[src/rtl/fls_check_pkg.sv]
`default_nettype none
// ============================================================================
// fls_check_pkg : shared state encoding, ALU op codes and default widths
//                 for the FLS sequence checker and generator.
// Revision      : 1.0
// ============================================================================
package fls_check_pkg;

  localparam int DEFAULT_WIDTH = 7;
  localparam int DEFAULT_LEN_W = 4;

  typedef enum logic [1:0] {
    ST_IDLE  = 2'b00,
    ST_ONE   = 2'b01,
    ST_CHECK = 2'b10,
    ST_FAIL  = 2'b11
  } fls_state_e;

  localparam logic [2:0] ALU_OP_ADD = 3'b000;
  localparam logic [2:0] ALU_OP_SUB = 3'b001;
  localparam logic [2:0] ALU_OP_AND = 3'b010;
  localparam logic [2:0] ALU_OP_OR  = 3'b011;
  localparam logic [2:0] ALU_OP_XOR = 3'b100;
  localparam logic [2:0] ALU_OP_NOT = 3'b101;
  localparam logic [2:0] ALU_OP_SHL = 3'b110;
  localparam logic [2:0] ALU_OP_SHR = 3'b111;

endpackage
`default_nettype wire

[src/rtl/fls_check_alu.sv]
`default_nettype none
// ============================================================================
// alu_7 : small combinational ALU used across the FLS lab blocks.
// Revision : 1.0
// ============================================================================
module alu_7
  import fls_check_pkg::*;
#(
  parameter int WIDTH = DEFAULT_WIDTH
) (
  input  logic [WIDTH-1:0] a,
  input  logic [WIDTH-1:0] b,
  input  logic [2:0]       op,
  output logic [WIDTH-1:0] y,
  output logic             zero
);

  always_comb begin
    y = '0;
    case (op)
      ALU_OP_ADD: y = a + b;
      ALU_OP_SUB: y = a - b;
      ALU_OP_AND: y = a & b;
      ALU_OP_OR:  y = a | b;
      ALU_OP_XOR: y = a ^ b;
      ALU_OP_NOT: y = ~a;
      ALU_OP_SHL: y = a << 1;
      ALU_OP_SHR: y = a >> 1;
      default:    y = '0;
    endcase
  end

  assign zero = (y == '0);

endmodule
`default_nettype wire

[src/rtl/fls_check_btn_edge.sv]
`default_nettype none
// ============================================================================
// btn_edge : two-flop rising-edge detector for a raw button level.
// Revision : 1.0
// ============================================================================
module btn_edge (
  input  logic clk,
  input  logic btn,
  output logic pulse
);

  logic r1_d, r1_q;
  logic r2_d, r2_q;

  always_comb begin
    r1_d = btn;
    r2_d = r1_q;
  end

  // No reset: the edge history must survive rst so a held button cannot
  // re-trigger once reset is released.
  always_ff @(posedge clk) begin
    r1_q <= r1_d;
    r2_q <= r2_d;
  end

  assign pulse = r1_q & ~r2_q;

endmodule
`default_nettype wire

[src/rtl/fls_check.sv]
`default_nettype none
// ============================================================================
// fls_check : verifies f[n] = f[n-1] + f[n-2] mod 2^WIDTH, one term per
//             button press, reporting verdict and saturating run length.
// Revision  : 1.0
// ============================================================================
module fls_check
  import fls_check_pkg::*;
#(
  parameter int WIDTH = DEFAULT_WIDTH,
  parameter int LEN_W = DEFAULT_LEN_W
) (
  input  logic             clk,
  input  logic             rst,
  input  logic             en,
  input  logic [WIDTH-1:0] d,
  output logic [WIDTH-1:0] f,
  output logic             ok,
  output logic             err,
  output logic [LEN_W-1:0] len
);

  localparam logic [LEN_W-1:0] LEN_MAX = '1;

  logic             pulse;
  logic [WIDTH-1:0] sum;
  logic             alu_zero_unused;

  fls_state_e       state_d, state_q;
  logic [WIDTH-1:0] a_d, a_q;
  logic [WIDTH-1:0] b_d, b_q;
  logic [WIDTH-1:0] f_d, f_q;
  logic [LEN_W-1:0] len_d, len_q;
  logic             ok_d, ok_q;
  logic             err_d, err_q;

  btn_edge u_btn_edge (
    .clk   (clk),
    .btn   (en),
    .pulse (pulse)
  );

  alu_7 #(
    .WIDTH (WIDTH)
  ) u_alu (
    .a    (a_q),
    .b    (b_q),
    .op   (ALU_OP_ADD),
    .y    (sum),
    .zero (alu_zero_unused)
  );

  always_comb begin
    state_d = state_q;
    if (pulse) begin
      case (state_q)
        ST_IDLE:  state_d = ST_ONE;
        ST_ONE:   state_d = ST_CHECK;
        ST_CHECK: state_d = (d == sum) ? ST_CHECK : ST_FAIL;
        default:  state_d = ST_FAIL;
      endcase
    end
  end

  always_ff @(posedge clk) begin
    if (rst) begin
      state_q <= ST_IDLE;
    end else begin
      state_q <= state_d;
    end
  end

  always_comb begin
    a_d   = a_q;
    b_d   = b_q;
    f_d   = f_q;
    len_d = len_q;
    ok_d  = ok_q;
    err_d = err_q;
    if (pulse) begin
      case (state_q)
        ST_IDLE: begin
          a_d   = d;
          f_d   = d;
          len_d = LEN_W'(1);
        end
        ST_ONE: begin
          b_d   = d;
          f_d   = d;
          len_d = LEN_W'(2);
        end
        ST_CHECK: begin
          f_d = d;
          if (d == sum) begin
            a_d   = b_q;
            b_d   = d;
            len_d = (len_q == LEN_MAX) ? len_q : len_q + 1'b1;
            ok_d  = 1'b1;
          end else begin
            err_d = 1'b1;
            ok_d  = 1'b0;
          end
        end
        default: ;
      endcase
    end
  end

  always_ff @(posedge clk) begin
    if (rst) begin
      a_q   <= '0;
      b_q   <= '0;
      f_q   <= '0;
      len_q <= '0;
      ok_q  <= 1'b0;
      err_q <= 1'b0;
    end else begin
      a_q   <= a_d;
      b_q   <= b_d;
      f_q   <= f_d;
      len_q <= len_d;
      ok_q  <= ok_d;
      err_q <= err_d;
    end
  end

  assign f   = f_q;
  assign ok  = ok_q;
  assign err = err_q;
  assign len = len_q;

endmodule
`default_nettype wire
[config.mk]
export PLATFORM = sky130hd
export DESIGN_NAME = fls_check
export DESIGN_NICKNAME = d
export VERILOG_FILES = /design/src/rtl/fls_check_pkg.sv /design/src/rtl/fls_check_alu.sv /design/src/rtl/fls_check_btn_edge.sv /design/src/rtl/fls_check.sv
export SDC_FILE = /design/constraint.sdc
export NUM_CORES = 1
export LEC_CHECK = 0
export CAP_MARGIN = 20
export CORE_ASPECT_RATIO = 1.1
export CORE_MARGIN = 2
export CORE_UTILIZATION = 40
export DETAILED_ROUTE_END_ITERATION = 8
export DONT_BUFFER_PORTS = 1
export PLACE_DENSITY = 0.62
export SLEW_MARGIN = 20
export SYNTH_ARGS = -nofsm -noshare
export SYNTH_HDL_FRONTEND = slang
export SYNTH_SLANG_ARGS = --single-unit
[constraint.sdc]
create_clock -name clk -period 5.4 [get_ports clk]
set_input_delay 1.35 -clock clk [delete_from_list [all_inputs] [get_ports clk]]
set_output_delay 1.35 -clock clk [all_outputs]
set_load 0.02 [all_outputs]
# After elaboration in Yosys (flattened, before gate mapping)
# Index checks and enable logic that the tools add are counted.
[totals]
ff_bits = 31
inputBits = 10
elab_cells = 41
[op_classes]
bitwise_logic = 3
mux = 10
n_eq_ne = 6
n_reduce_logical = 11
add_sub_neg = 2
[op_table]
columns = ["cell", "n"]
rows = [
  ["$pmux 7 s2", 2],
  ["$mux 7", 2],
  ["$pmux 4 s3", 1],
  ["$reduce_and 3->1", 3],
  ["$mux 4", 2],
  ["$add 7x7->7", 1],
  ["$eq 7x7->1", 1],
  ["$pmux 2 s3", 1],
  ["$add 4x1->4 const B", 1],
  ["$eq 4x4->1 const B", 1],
  ["$ne 2x2->1 const B", 2],
  ["$reduce_and 2->1", 2],
  ["$reduce_and 4->1", 1],
  ["$reduce_bool 2->1", 2],
  ["$reduce_bool 3->1", 1],
  ["$reduce_or 3->1", 1],
  ["$eq 2x1->1 const B", 1],
  ["$eq 2x2->1 const B", 1],
  ["$logic_not 2->1", 1],
  ["$mux 1", 2],
  ["$not 1->1", 2],
  ["$and 1x1->1", 1],
]

# Logic depth before layout (Yosys ltp)
[logic_depth]
depth_word = 4
depth_mapped = 9

# By module
# Synthesis repeated with hierarchy kept, for this count alone.
[unflattened]
hier_cells = 313
hier_area_um2 = 2611.3
[by_module_without_submodules]
columns = ["module", "instances", "cells_per_inst", "area_each_um2"]
rows = [
  ["fls_check", 1, 158, 1476.4],
  ["alu_7", 1, 152, 1081.0],
  ["btn_edge", 1, 3, 53.8],
]

# Worst setup path after synthesis
# No wires, ideal clock.
[synth_path]
kind = "input to register"
start = "input port d[5]"
end = "register a_q[0]"
slack_ps = 2634
required_time_ps = 5314
path_stages = 6
t_arrival_ps = 2681
cell_sequence = "xor2_2 -> and3_1 -> a211oi_2 -> a21oi_2 -> a21o_4 -> a211oi_1"
[synth_via]
elab_chain_cells = 3
[synth_lines]
columns = ["element", "line_no", "text"]
rows = [
  ["start, declared", "fls_check.sv:16", "input logic [WIDTH-1:0] d,"],
  ["$eq 7x7->1", "fls_check.sv:94", "if (d == sum) begin"],
  ["$ne 2x2->1 (no line)", "--", ""],
  ["$reduce_and 3->1 (no line)", "--", ""],
  ["end signal, assigned", "fls_check.sv:111", "a_q <= '0;"],
  ["end signal, assigned", "fls_check.sv:118", "a_q <= a_d;"],
  ["end, declared", "fls_check.sv:30", "logic [WIDTH-1:0] a_d, a_q;"],
]
# Every way passes these cells.
# A chain may end at the register's enable or synchronous reset.

# Worst setup path in the final report
[layout_path]
start = "input port d[5]"
end = "register a_q[3]"
# Same word-level chain as after synthesis.

==> out/metrics.yaml <==
coreArea_um2: 4350
grt_pass1_vias: 1378
hp-start: "u_btn_edge.r1_q"
cts_tree: "done"
combPwrFrac: 0.159
wl_per_cell_um: 15.4
fin_cells: 255
yosysSeqAreaShare: 0.337
grt_pass1_wl_um: 6580
regArea_um2: 621
synth_top_area_share: 0.337
port_buffers: 0
totalWireLength_um: 3930
slowest_stage: "a211oi_2"
p_leak_uw: 0.000728
max_freq_mhz: 376
critPathCaptureType: "flip-flop"
yosysMostFrequentCell: "dfxtp_1"
synth_fp_nets: 224
cts_root_buf: "clkbuf_8"
worst-r2r-setup-slack_ns: 2.89
r2r-end: "len[3]"
crit_type: "in -> reg"
utilization: 0.454
ys_ff_latch: 31
clkLatencyLatePin_ns: 0.29
whs_endpoint: "u_btn_edge.r2_q"
crit_chain: "xor2_2, and3_1, a211oi_2, a21oi_2, a21o_4, a211oi_1"
grt_max_degree: 39
seq_power_share: 0.466
max_cap_viol_count: 0
syn_area_per_cell_um2: 9.15
relSlewSlack: 0.332
final_antenna_net_count: 0
synthTopCellsByCount: "dfxtp_1 (31), nand2_1 (20), a21oi_1 (18)"
tightest_slew_ns: 1.00
drt_iter0_drc: 29
synth_cells: 201
diodes: 0
clock_path_buffers: 2
setup_viol: 0
chipHeight_um: 75.1
dp.cells: 247
yosysUniqueCellTypes: 46
max_stage_delay_ns: 0.41
clk_pin_slew_worst_paths_ns: 0.06
post_cts_buffers: 0
drt_first_pass_iters: 4
crit_required_ns: 5.59
internal_power_uw: 394
synth_top_area_cell: "dfxtp_1"
worstPathMaxFanout: 9
area_growth_syn_to_layout_pct: 7.41
nNetsFinal: 223
swShare: 0.275
route.detailed.drc: 0
cts-resized-gates: 0
viasPerCell: 5.65
die_area_um2: 5160
grt.overflow.total: 0
synthTopCellsByArea: "dfxtp_1 (34%), ha_1 (8.2%), mux2i_1 (8.2%)"
cts_num_sinks: 31
slew_violations: 0
num_rows: 25
track_usage: 0.174
synth_edf_count: 0
fill_cells: 417
holdWs_ns: 0.362
dieWidth_um: 68.7
timing.rr.start: "a_q[0]"
tns_ns: 0
startpoint_type: "input port"
timing.final.crit_share: 0.493
hold_class: "reg -> reg"
synth_flop_cell: "dfxtp_1"
multi_input_area_um2: 1170
reg2regPathDepth: 8
p_clk_frac: 0.375
dpl.hpwl_um: 2860
crit_arrival_ns: 2.86
p_total_uw: 544
finalClockSkew_ns: 0.00975
start_util: 0.423
p_per_area_nw_per_um2: 275
dr_total_vias: 1441
p_switching_uw: 150
ir_worst_vdd_mv: 0.203
layout-drive-gt1-share: 0.0995
finalCriticalPeriod_ns: 2.66
ctsHoldBuffers: 0
min_delay_path_depth: 0
synthesis.area_um2: 1840
cts_buffers: 5
status: "finished clean"
cts.htree.levels: 2
async_flop_share: 0
yosysWarnings: 0
rsz0062_at_grt: "false"
ioPinCount: 23
final_hold_viol_count: 0
antenna_found_initial: 0
gp_congestion: 0.764
-- flip-flops by register name, indices dropped and copies added, names as in the netlist --
name,cells
a_q,7
b_q,7
f,7
len,4
state_q,2
err,1
ok,1
u_btn_edge.r1_q,1
u_btn_edge.r2_q,1
-- routing by layer --
layer	vias to the layer above	global-route usage	share of wire
li1	723	-	-
met1	679	0.235	0.49
met2	32	0.259	0.44
met3	7	0.0478	0.049
met4	0	0.0778	0.018
met5	-	0	0
-- layout by cell type, fill, tap and decap left out, types with 2 or more instances in the layout --
| cell | instances |
|---|---|
| dfxtp_1 | 31 |
| nand2_1 | 20 |
| a21oi_1 | 18 |
| nand2b_1 | 17 |
| a211oi_1 | 16 |
| mux2i_1 | 15 |
| ha_1 | 12 |
| clkbuf_8 | 7 |
| nor2_1 | 6 |
| xor2_1 | 5 |
| xnor2_1 | 5 |
| inv_1 | 4 |
| nand4_1 | 3 |
| nand3_1 | 3 |
| nor3_1 | 3 |
| nor2b_1 | 3 |
| a21oi_2 | 2 |
| and3_1 | 2 |
| nand3b_1 | 2 |
-- final cells by class --
type                            count  share of cell area
Clock buffer                        8              0.0507
Inverter                            4             0.00760
Multi-Input combinational cell    158               0.593
Tap cell                           54              0.0342
Sequential cell                    31               0.314
-- metrics by stage --
stage	setup slack [ns]	cell area [um^2]
6_report	2.74	1980
2_1_floorplan	2.63	1840
3_3_place_gp	2.52	1880
5_1_grt	2.60	1980
3_5_place_dp	2.43	1880
4_1_cts	2.74	1980
-- power groups by stage --
stage / logic [uW] / clock network [uW] / registers [uW]
3_3_place_gp: 85.3 / 0 / 258
6_report: 86.5 / 204 / 253
2_1_floorplan: 75.6 / 0 / 256
5_1_grt: 98.3 / 215 / 255
4_1_cts: 86.8 / 207 / 253
3_5_place_dp: 86.4 / 0 / 259
-- critical path: cells and delay by family --
kind / cells / cell delay, ns
xor+xnor: 1 / 0.18
simple gates: 1 / 0.20
compound gates: 4 / 1.12
-- logic make-up (layout without fill, tap and decap cells) --
kind of cell               count (synthesis)  after routing  share of synthesized area
DFF                                       31             31                      0.337
and+or+nand+nor                           66             66                      0.194
adders and majority gates                 13             13                     0.0925
AOI/OAI and AO/OA                         52             52                      0.205
buffers and inverters                     12             12                     0.0252
xor gates and xnor gates                  11             11                     0.0565
muxes                                     16             16                     0.0891
-- how the worst max path moves through the flow --
stage,slack [ns],startpoint,depth (start not counted),to
6_report,2.74,d[5],6,a_q[3]
5_1_grt,2.60,d[5],6,b_q[6]
4_1_cts,2.74,d[5],6,len[3]
3_5_place_dp,2.43,d[5],6,len[3]
3_3_place_gp,2.52,d[5],6,a_q[1]
2_1_floorplan,2.63,d[5],6,a_q[0]
No activity file was read; power rests on OpenSTA's default activity.
